==> src/rtl/fp_mul_sequencer_if.sv <==
// Operand and result streams between the sequencer and its producer/consumer.
// The slave modport is the sequencer's view; the master modport is the peer's view.
interface fp_mul_sequencer_if;
  logic        in_valid_i;
  logic        in_ready_o;
  logic [31:0] in_a_i;
  logic [31:0] in_b_i;
  logic        out_valid_o;
  logic        out_ready_i;
  logic [31:0] out_product_o;
  logic [3:0]  out_flags_o;
  logic        out_timeout_o;

  modport slave (
    input  in_valid_i, in_a_i, in_b_i, out_ready_i,
    output in_ready_o, out_valid_o, out_product_o, out_flags_o, out_timeout_o
  );

  modport master (
    output in_valid_i, in_a_i, in_b_i, out_ready_i,
    input  in_ready_o, out_valid_o, out_product_o, out_flags_o, out_timeout_o
  );
endinterface

==> src/rtl/fp_mul_sequencer.sv <==
// Issue/collect controller for an FP32 multiplier: accepts one operand pair,
// pulses start, waits for a rising done (or a watchdog expiry), and holds the
// result until the consumer takes it. Counts completed and erroneous results.
module fp_mul_sequencer #(
  parameter int TIMEOUT_CYCLES = 64,
  parameter int CNT_W          = 16
) (
  input  logic               clk,
  input  logic               rst_n,
  fp_mul_sequencer_if.slave  io,
  output logic [31:0]        mul_a_o,
  output logic [31:0]        mul_b_o,
  output logic               mul_start_o,
  input  logic               mul_done_i,
  input  logic [31:0]        mul_product_i,
  input  logic               mul_nan_i,
  input  logic               mul_inf_i,
  input  logic               mul_ovf_i,
  input  logic               mul_unf_i,
  output logic [CNT_W-1:0]   ops_count_o,
  output logic [CNT_W-1:0]   err_count_o
);

  localparam int               TMR_W           = $clog2(TIMEOUT_CYCLES + 1);
  localparam logic [TMR_W-1:0] TMR_LAST        = TMR_W'(TIMEOUT_CYCLES - 1);
  localparam logic [31:0]      TIMEOUT_PRODUCT = 32'h7FC0_0000;
  localparam logic [3:0]       TIMEOUT_FLAGS   = 4'b1000;

  typedef enum logic [1:0] {
    ST_IDLE  = 2'd0,
    ST_ISSUE = 2'd1,
    ST_WAIT  = 2'd2,
    ST_HOLD  = 2'd3
  } state_t;

  state_t             state_r;
  state_t             state_next_s;
  logic               done_q_r;
  logic               done_rise_s;
  logic               accept_s;
  logic               capture_s;
  logic               expire_s;
  logic               out_fire_s;
  logic [TMR_W-1:0]   timer_r;
  logic [31:0]        out_product_r;
  logic [3:0]         out_flags_r;
  logic               out_timeout_r;
  logic               out_valid_r;
  logic [CNT_W-1:0]   ops_count_r;
  logic [CNT_W-1:0]   err_count_r;

  // A result counts as an error when any exception flag is set or the watchdog produced it.
  function automatic logic is_error(input logic [3:0] flags, input logic timeout);
    return (|flags) | timeout;
  endfunction

  // Next-state decode; a rising done in the expiry cycle takes priority over the watchdog.
  always_comb begin
    state_next_s = state_r;
    accept_s     = 1'b0;
    capture_s    = 1'b0;
    expire_s     = 1'b0;
    out_fire_s   = 1'b0;
    done_rise_s  = mul_done_i & ~done_q_r;
    case (state_r)
      ST_IDLE: begin
        if (io.in_valid_i) begin
          accept_s     = 1'b1;
          state_next_s = ST_ISSUE;
        end else begin
          state_next_s = ST_IDLE;
        end
      end
      ST_ISSUE: begin
        state_next_s = ST_WAIT;
      end
      ST_WAIT: begin
        if (done_rise_s) begin
          capture_s    = 1'b1;
          state_next_s = ST_HOLD;
        end else if (timer_r == TMR_LAST) begin
          expire_s     = 1'b1;
          state_next_s = ST_HOLD;
        end else begin
          state_next_s = ST_WAIT;
        end
      end
      ST_HOLD: begin
        if (out_valid_r && io.out_ready_i) begin
          out_fire_s   = 1'b1;
          state_next_s = ST_IDLE;
        end else begin
          state_next_s = ST_HOLD;
        end
      end
      default: begin
        state_next_s = ST_IDLE;
      end
    endcase
  end

  // State register; reset abandons any operation in flight.
  always_ff @(posedge clk) begin
    if (!rst_n) begin
      state_r <= ST_IDLE;
    end else begin
      state_r <= state_next_s;
    end
  end

  // Datapath: operand latch, done edge history, watchdog timer, result slot and counters.
  always_ff @(posedge clk) begin
    if (!rst_n) begin
      done_q_r      <= 1'b0;
      mul_a_o       <= 32'h0000_0000;
      mul_b_o       <= 32'h0000_0000;
      timer_r       <= {TMR_W{1'b0}};
      out_product_r <= 32'h0000_0000;
      out_flags_r   <= 4'b0000;
      out_timeout_r <= 1'b0;
      out_valid_r   <= 1'b0;
      ops_count_r   <= {CNT_W{1'b0}};
      err_count_r   <= {CNT_W{1'b0}};
    end else begin
      done_q_r <= mul_done_i;
      if (accept_s) begin
        mul_a_o <= io.in_a_i;
        mul_b_o <= io.in_b_i;
      end
      if (state_r == ST_ISSUE) begin
        timer_r <= {TMR_W{1'b0}};
      end else if (state_r == ST_WAIT) begin
        timer_r <= timer_r + TMR_W'(1);
      end
      if (capture_s) begin
        out_product_r <= mul_product_i;
        out_flags_r   <= {mul_nan_i, mul_inf_i, mul_ovf_i, mul_unf_i};
        out_timeout_r <= 1'b0;
        out_valid_r   <= 1'b1;
      end else if (expire_s) begin
        out_product_r <= TIMEOUT_PRODUCT;
        out_flags_r   <= TIMEOUT_FLAGS;
        out_timeout_r <= 1'b1;
        out_valid_r   <= 1'b1;
      end else if (out_fire_s) begin
        out_valid_r <= 1'b0;
        ops_count_r <= ops_count_r + CNT_W'(1);
        if (is_error(out_flags_r, out_timeout_r) && (err_count_r != {CNT_W{1'b1}})) begin
          err_count_r <= err_count_r + CNT_W'(1);
        end
      end
    end
  end

  // Handshake and start strobes decode from state only (ready is also held low during reset).
  assign io.in_ready_o    = rst_n & (state_r == ST_IDLE);
  assign mul_start_o      = (state_r == ST_ISSUE);
  assign io.out_valid_o   = out_valid_r;
  assign io.out_product_o = out_product_r;
  assign io.out_flags_o   = out_flags_r;
  assign io.out_timeout_o = out_timeout_r;
  assign ops_count_o      = ops_count_r;
  assign err_count_o      = err_count_r;

endmodule

==> src/flat_wrapper.sv <==
// flat-port wrapper written by rule: the top's interface ports become plain ports
module fp_mul_sequencer_flat 
#(
  parameter int TIMEOUT_CYCLES = 64,
  parameter int CNT_W          = 16
)
  (clk, rst_n, mul_a_o, mul_b_o, mul_start_o, mul_done_i, mul_product_i, mul_nan_i, mul_inf_i, mul_ovf_i, mul_unf_i, ops_count_o, err_count_o, io_in_valid_i, io_in_a_i, io_in_b_i, io_out_ready_i, io_in_ready_o, io_out_valid_o, io_out_product_o, io_out_flags_o, io_out_timeout_o);
  fp_mul_sequencer_if io_i ();
  input  logic clk;
  input  logic rst_n;
  output logic [31:0] mul_a_o;
  output logic [31:0] mul_b_o;
  output logic mul_start_o;
  input  logic mul_done_i;
  input  logic [31:0] mul_product_i;
  input  logic mul_nan_i;
  input  logic mul_inf_i;
  input  logic mul_ovf_i;
  input  logic mul_unf_i;
  output logic [CNT_W-1:0] ops_count_o;
  output logic [CNT_W-1:0] err_count_o;
  input wire logic [$bits(io_i.in_valid_i)-1:0] io_in_valid_i;
  input wire logic [$bits(io_i.in_a_i)-1:0] io_in_a_i;
  input wire logic [$bits(io_i.in_b_i)-1:0] io_in_b_i;
  input wire logic [$bits(io_i.out_ready_i)-1:0] io_out_ready_i;
  output wire logic [$bits(io_i.in_ready_o)-1:0] io_in_ready_o;
  output wire logic [$bits(io_i.out_valid_o)-1:0] io_out_valid_o;
  output wire logic [$bits(io_i.out_product_o)-1:0] io_out_product_o;
  output wire logic [$bits(io_i.out_flags_o)-1:0] io_out_flags_o;
  output wire logic [$bits(io_i.out_timeout_o)-1:0] io_out_timeout_o;
  assign io_i.in_valid_i = io_in_valid_i;
  assign io_i.in_a_i = io_in_a_i;
  assign io_i.in_b_i = io_in_b_i;
  assign io_i.out_ready_i = io_out_ready_i;
  assign io_in_ready_o = io_i.in_ready_o;
  assign io_out_valid_o = io_i.out_valid_o;
  assign io_out_product_o = io_i.out_product_o;
  assign io_out_flags_o = io_i.out_flags_o;
  assign io_out_timeout_o = io_i.out_timeout_o;
  fp_mul_sequencer #(.TIMEOUT_CYCLES(TIMEOUT_CYCLES), .CNT_W(CNT_W)) u_core (.clk(clk), .rst_n(rst_n), .io(io_i), .mul_a_o(mul_a_o), .mul_b_o(mul_b_o), .mul_start_o(mul_start_o), .mul_done_i(mul_done_i), .mul_product_i(mul_product_i), .mul_nan_i(mul_nan_i), .mul_inf_i(mul_inf_i), .mul_ovf_i(mul_ovf_i), .mul_unf_i(mul_unf_i), .ops_count_o(ops_count_o), .err_count_o(err_count_o));
endmodule
==> config.mk <==
export PLATFORM = sky130hd
export DESIGN_NAME = fp_mul_sequencer_flat
export DESIGN_NICKNAME = d
export VERILOG_FILES = /design/src/rtl/fp_mul_sequencer_if.sv /design/src/rtl/fp_mul_sequencer.sv /design/src/flat_wrapper.sv
export SDC_FILE = /design/constraint.sdc
export NUM_CORES = 1
export LEC_CHECK = 0
export BUFFER_PORTS_ARGS = -buffer_cell sky130_fd_sc_hd__buf_4
export CELL_PAD_IN_SITES_DETAIL_PLACEMENT = 0
export CELL_PAD_IN_SITES_GLOBAL_PLACEMENT = 1
export CORE_MARGIN = 1
export CORE_UTILIZATION = 36
export DETAILED_ROUTE_END_ITERATION = 10
export PLACE_DENSITY_LB_ADDON = 0.1
export SLEW_MARGIN = 5
export SYNTH_ARGS = -nofsm -noshare
export SYNTH_HDL_FRONTEND = slang
export SYNTH_SLANG_ARGS = --single-unit
==> constraint.sdc <==
create_clock -name clk -period 6.2 [get_ports clk]
set_input_delay 1.24 -clock clk [delete_from_list [all_inputs] [get_ports clk]]
set_output_delay 1.24 -clock clk [all_outputs]
set_load 0.005 [all_outputs]
# [Word level (Yosys, flattened, before mapping)]
# Cells that the tools add are included.
[totals] regBits=144 output_inout_bits=136 inputBits=105 word_cells=57
[op_classes] add_sub_neg=3 n_bitwise=7 mux=21 n_eq_ne=5 reduce_logical=10
[op_table] cell="2-to-1 mux 32 bit" count=2
[op_table] cell="adder 16 x 1 -> 16 bit, second input constant" count=2
[op_table] cell="inequality test 16 bit, second input constant" count=1
[op_table] cell="2-to-1 mux 1 bit" count=14
[op_table] cell="2-to-1 mux 4 bit" count=2
[op_table] cell="one-hot mux 2 bit (4 select lines)" count=1
[op_table] cell="adder 7 x 1 -> 7 bit, second input constant" count=1
[op_table] cell="equality test 7 x 6 -> 1 bit, second input constant" count=1
[op_table] cell="equality test 2 bit, second input constant" count=2
[op_table] cell="2-to-1 mux 2 bit" count=2
[op_table] cell="inverter 1 bit" count=4
[op_table] cell="AND reduction 4 bit" count=1
[op_table] cell="OR reduction 2 bit" count=2
[op_table] cell="OR reduction 4 bit" count=1
[op_table] cell="AND reduction 3 bit" count=1
[op_table] cell="nonzero test 3 bit" count=1
[op_table] cell="AND 1 bit" count=2
[op_table] cell="equality test 2 x 1 -> 1 bit, second input constant" count=1
[op_table] cell="logical AND 1 bit" count=2
[op_table] cell="zero test 2 bit" count=1
[op_table] cell="nonzero test 2 bit" count=1
[op_table] cell="bitwise OR 1 bit" count=1

# [Longest topological paths before layout]
[logic_depth] ltp_word=6 depth_mapped=8 depth_no_buf=6

# [Worst setup path before layout]
# No wires, ideal clock.
[synth_timing] kind="input-to-output" startpoint="input port rst_n" endpoint="output port io_in_ready_o" path_stages=3 setup_slack_ps=3291 required_ps=4960 t_arrival_ps=1669 n_path_buf=1 cell_sequence="inv_1 -> clkbuf_1 -> nor3_1"
[synth_between] elab_chain_len=1
[synth_rtl] element="start: declaration" line_no="flat_wrapper.sv:10" source="input logic rst_n;"
[synth_rtl] element="AND 1 bit" line_no="fp_mul_sequencer.sv:156" source="assign io.in_ready_o = rst_n & (state_r == ST_IDLE);"
[synth_rtl] element="end: declaration" line_no="flat_wrapper.sv:26" source="output wire logic [$bits(io_i.in_ready_o)-1:0] io_in_ready_o;"
# No other way between the ends.

# [Worst setup path after layout]
# Same ends and word-level chain as after synthesis.

==> reports/results.ini <==
[run_status]
status = completed

[sta]
rsz0062_at_grt = no
final_max_slew_viol_count = 0
finalSetupViolations = 0
finalHoldViolations = 0
setup-tns-final_ps = 0
worstMarginPinSlew_ps = 1207
setup_ws_ps = 2469
period_minus_slack_ps = 3731
finalCritPeriodShare_pct = 60.17
fin_skew_ps = 7.709
clock.fmax_mhz = 268.0
slew-limit-headroom_pct = 19.52

[cts]
cts_resized = 0
clock_latency_ps = 410
cts.hold.buffers_added = 0
cts_tree = yes
cts_buffers = 17
cts-htree-levels = 4
clockBufferDepth = 2
cts_sinks = 144
cts-root-buf = clkbuf_16
cts_setup_buffers = 0
clk_pin_slew_worst_paths_ps = 50

[final_layout]
nets = 958
area_growth_syn_to_layout_pct = 45.18
fill_cells = 1371
layout_common_cells = buf_4, dfxtp_1, nand2_1, a21oi_1, nor2_1
final_common_cell = buf_4
antenna_cells = 0
layout-drive-gt1-share_pct = 32.98
fin_area_sq_um = 7824
stdcell_count = 1042

[global_routing]
grt_usage_pct = 19.03
antenna_found_initial = 0
grt_start_max_net_pins = 84
grt_pass1_vias = 4787
grt_pass1_wl_microns = 23870
grt_overflow = 0

[placement]
hpwl_microns = 10110
gp_congestion = 0.7485
io_buffers = 240
dp_slack_ps = 2443
place_area_sq_um = 7305
dp.cells = 1015

[setup_path]
worst-path-max-fanout = 48
r2r_start = u_core.state_r[1]$_SDFF_PN0_
worstPathCellList = buf_4 -> clkinv_2 -> nor3_1 -> buf_4
r2r_end = u_core.err_count_o[13]$_SDFFE_PN0P_
worstSetupPathType = in2out
reg2reg_slack_ps = 3550
crit_top_cell = buf_4
slowest_stage = clkinv_2
required_ps = 4960
critPathLaunchType = input pin
arrival_ps = 2490
crit_start = rst_n
end_kind = primary output
ff2ff_path_depth = 5
slowest_delay_ps = 540

[floorplan]
die_y_microns = 124.4
rows = 44
dieArea_sq_um = 15460
die_w_microns = 124.4
coreArea_sq_um = 14590
ios = 241
start_util_pct = 36.94

[synthesis]
syn-instance-count = 628
synth_edf_count = 0
ys.flop_type = dfxtp_1
yosysWarnings = 0
synth_top_cell_by_area = dfxtp_1
synthDistinctLibCells = 43
synth.top_cells.by_area = dfxtp_1, nand2_1, a21oi_1
ys_seq_elements = 144
syn_nets = 736
synthesis.area_sq_um = 5389
avgSynthCellArea_sq_um = 8.581
ys_seq_area_share_pct = 53.49
synth-async-reset-ratio_pct = 0
synthDominantCellAreaShare_pct = 53.49

[detailed_routing]
vias_per_cell = 4.988
drtAntennaViolNets = 0
dr.first_iter.drc_count = 255
dr.pass1.iters = 4
drc = 0
totalWireLength_microns = 14810
avgRoutedWirePerCell_microns = 14.21
vias = 5198

[power_and_ir_drop]
p_leak_nw = 3.321
powerDensity_nw_per_um2 = 275.2
peakVddDrop_uv = 163.5

[hold_path]
whs_path_depth = 2
hp-class = reg2reg
hold_end = u_core.mul_a_o[4]$_SDFFE_PN0P_
min-delay-start = u_core.mul_a_o[4]$_SDFFE_PN0P_

[job]
cap_violations = 0

registers in the layout, summed over array words and instances (netlist names):
name and cells:
u_core.mul_b_o 32, u_core.io.out_timeout_o 1, u_core.io.out_valid_o 1, u_core.io.out_product_o 32
u_core.timer_r 7, u_core.done_q_r 1, u_core.ops_count_o 16, u_core.state_r 2
u_core.mul_a_o 32, u_core.err_count_o 16, u_core.io.out_flags_o 4
kinds of logic after synthesis:
kind of cell | Yosys count | share of synthesized area (%)
multiplexers | 3 | 0.5573
buffers and inverters | 49 | 3.715
flip-flops | 144 | 53.49
XOR/XNOR | 23 | 3.738
adder cells (fa/ha/maj) | 3 | 0.6966
AO/OA/AOI/OAI | 138 | 15.81
AND/OR/NAND/NOR | 268 | 21.99
worst max-delay path by stage:
| stage | to |
|---|---|
| global placement | io_in_ready_o |
| global route | io_in_ready_o |
| finish | io_in_ready_o |
| floorplan | io_in_ready_o |
| detailed placement | io_in_ready_o |
| CTS | io_in_ready_o |
per-layer routing:
layer	routed length (microns)	up-vias	part of all wire [%]	track usage [%]
li1	-	2594	-	-
met1	6176	2429	42	22.00
met2	7355	153	50	32.04
met3	1001	22	6.8	6.529
met4	279	0	1.9	7.583
met5	0	-	0	0
synth_stat cells, drive strengths merged, types with 2 or more instances:
| cell | count |
|---|---|
| and3 | 2 |
| buf | 6 |
| xnor2 | 15 |
| nand3 | 12 |
| o21a | 2 |
| nor4 | 4 |
| and4 | 3 |
| nor2b | 4 |
| clkbuf | 35 |
| xor2 | 8 |
| o21ai | 10 |
| o221a | 10 |
| or3 | 9 |
| o31ai | 2 |
| a22oi | 26 |
| mux2i | 3 |
| dfxtp | 144 |
| nor3b | 2 |
| nand2 | 144 |
| and2 | 2 |
| nor2 | 56 |
| inv | 8 |
| a21oi | 81 |
| nor3 | 12 |
| and4b | 2 |
| or4 | 3 |
| o211ai | 2 |
| ha | 3 |
| nand4 | 10 |
layout make-up:
class	count	area, sq um	area share (%)
Clock buffer	26	489.2	6.253
Clock inverter	1	30.03	0.3838
Timing Repair Buffer	244	1832	23.41
Inverter	8	31.28	0.3998
Tap cell	184	230.2	2.943
Sequential cell	144	2883	36.85
Multi-Input combinational cell	435	2328	29.76
worst max-delay path: cells and delay by family:
| family | cells | cell delay [ps] |
|---|---|---|
| buffers and inverters | 3 | 890 |
| AND/OR/NAND/NOR | 1 | 350 |
stage by stage:
| stage | power (mW) | hold slack, ps | util (%) |
|---|---|---|---|
| 5_1_grt | 2.250 | 469.4 | 53.63 |
| 3_5_place_dp | 1.249 | 447.6 | 50.07 |
| 2_1_floorplan | 1.110 | 452.7 | - |
| 4_1_cts | 2.178 | 455.3 | 53.63 |
| 3_3_place_gp | 1.242 | 442.3 | 50.07 |
| 6_report | 2.153 | 451.5 | 53.63 |
report_power, final:
group,internal (mW),switching (mW)
Clock,0.573,0.353
Combinational,0.122,0.110
Sequential,0.967,0.0276
Total,1.66,0.491
(Power assumes the default switching activity.)
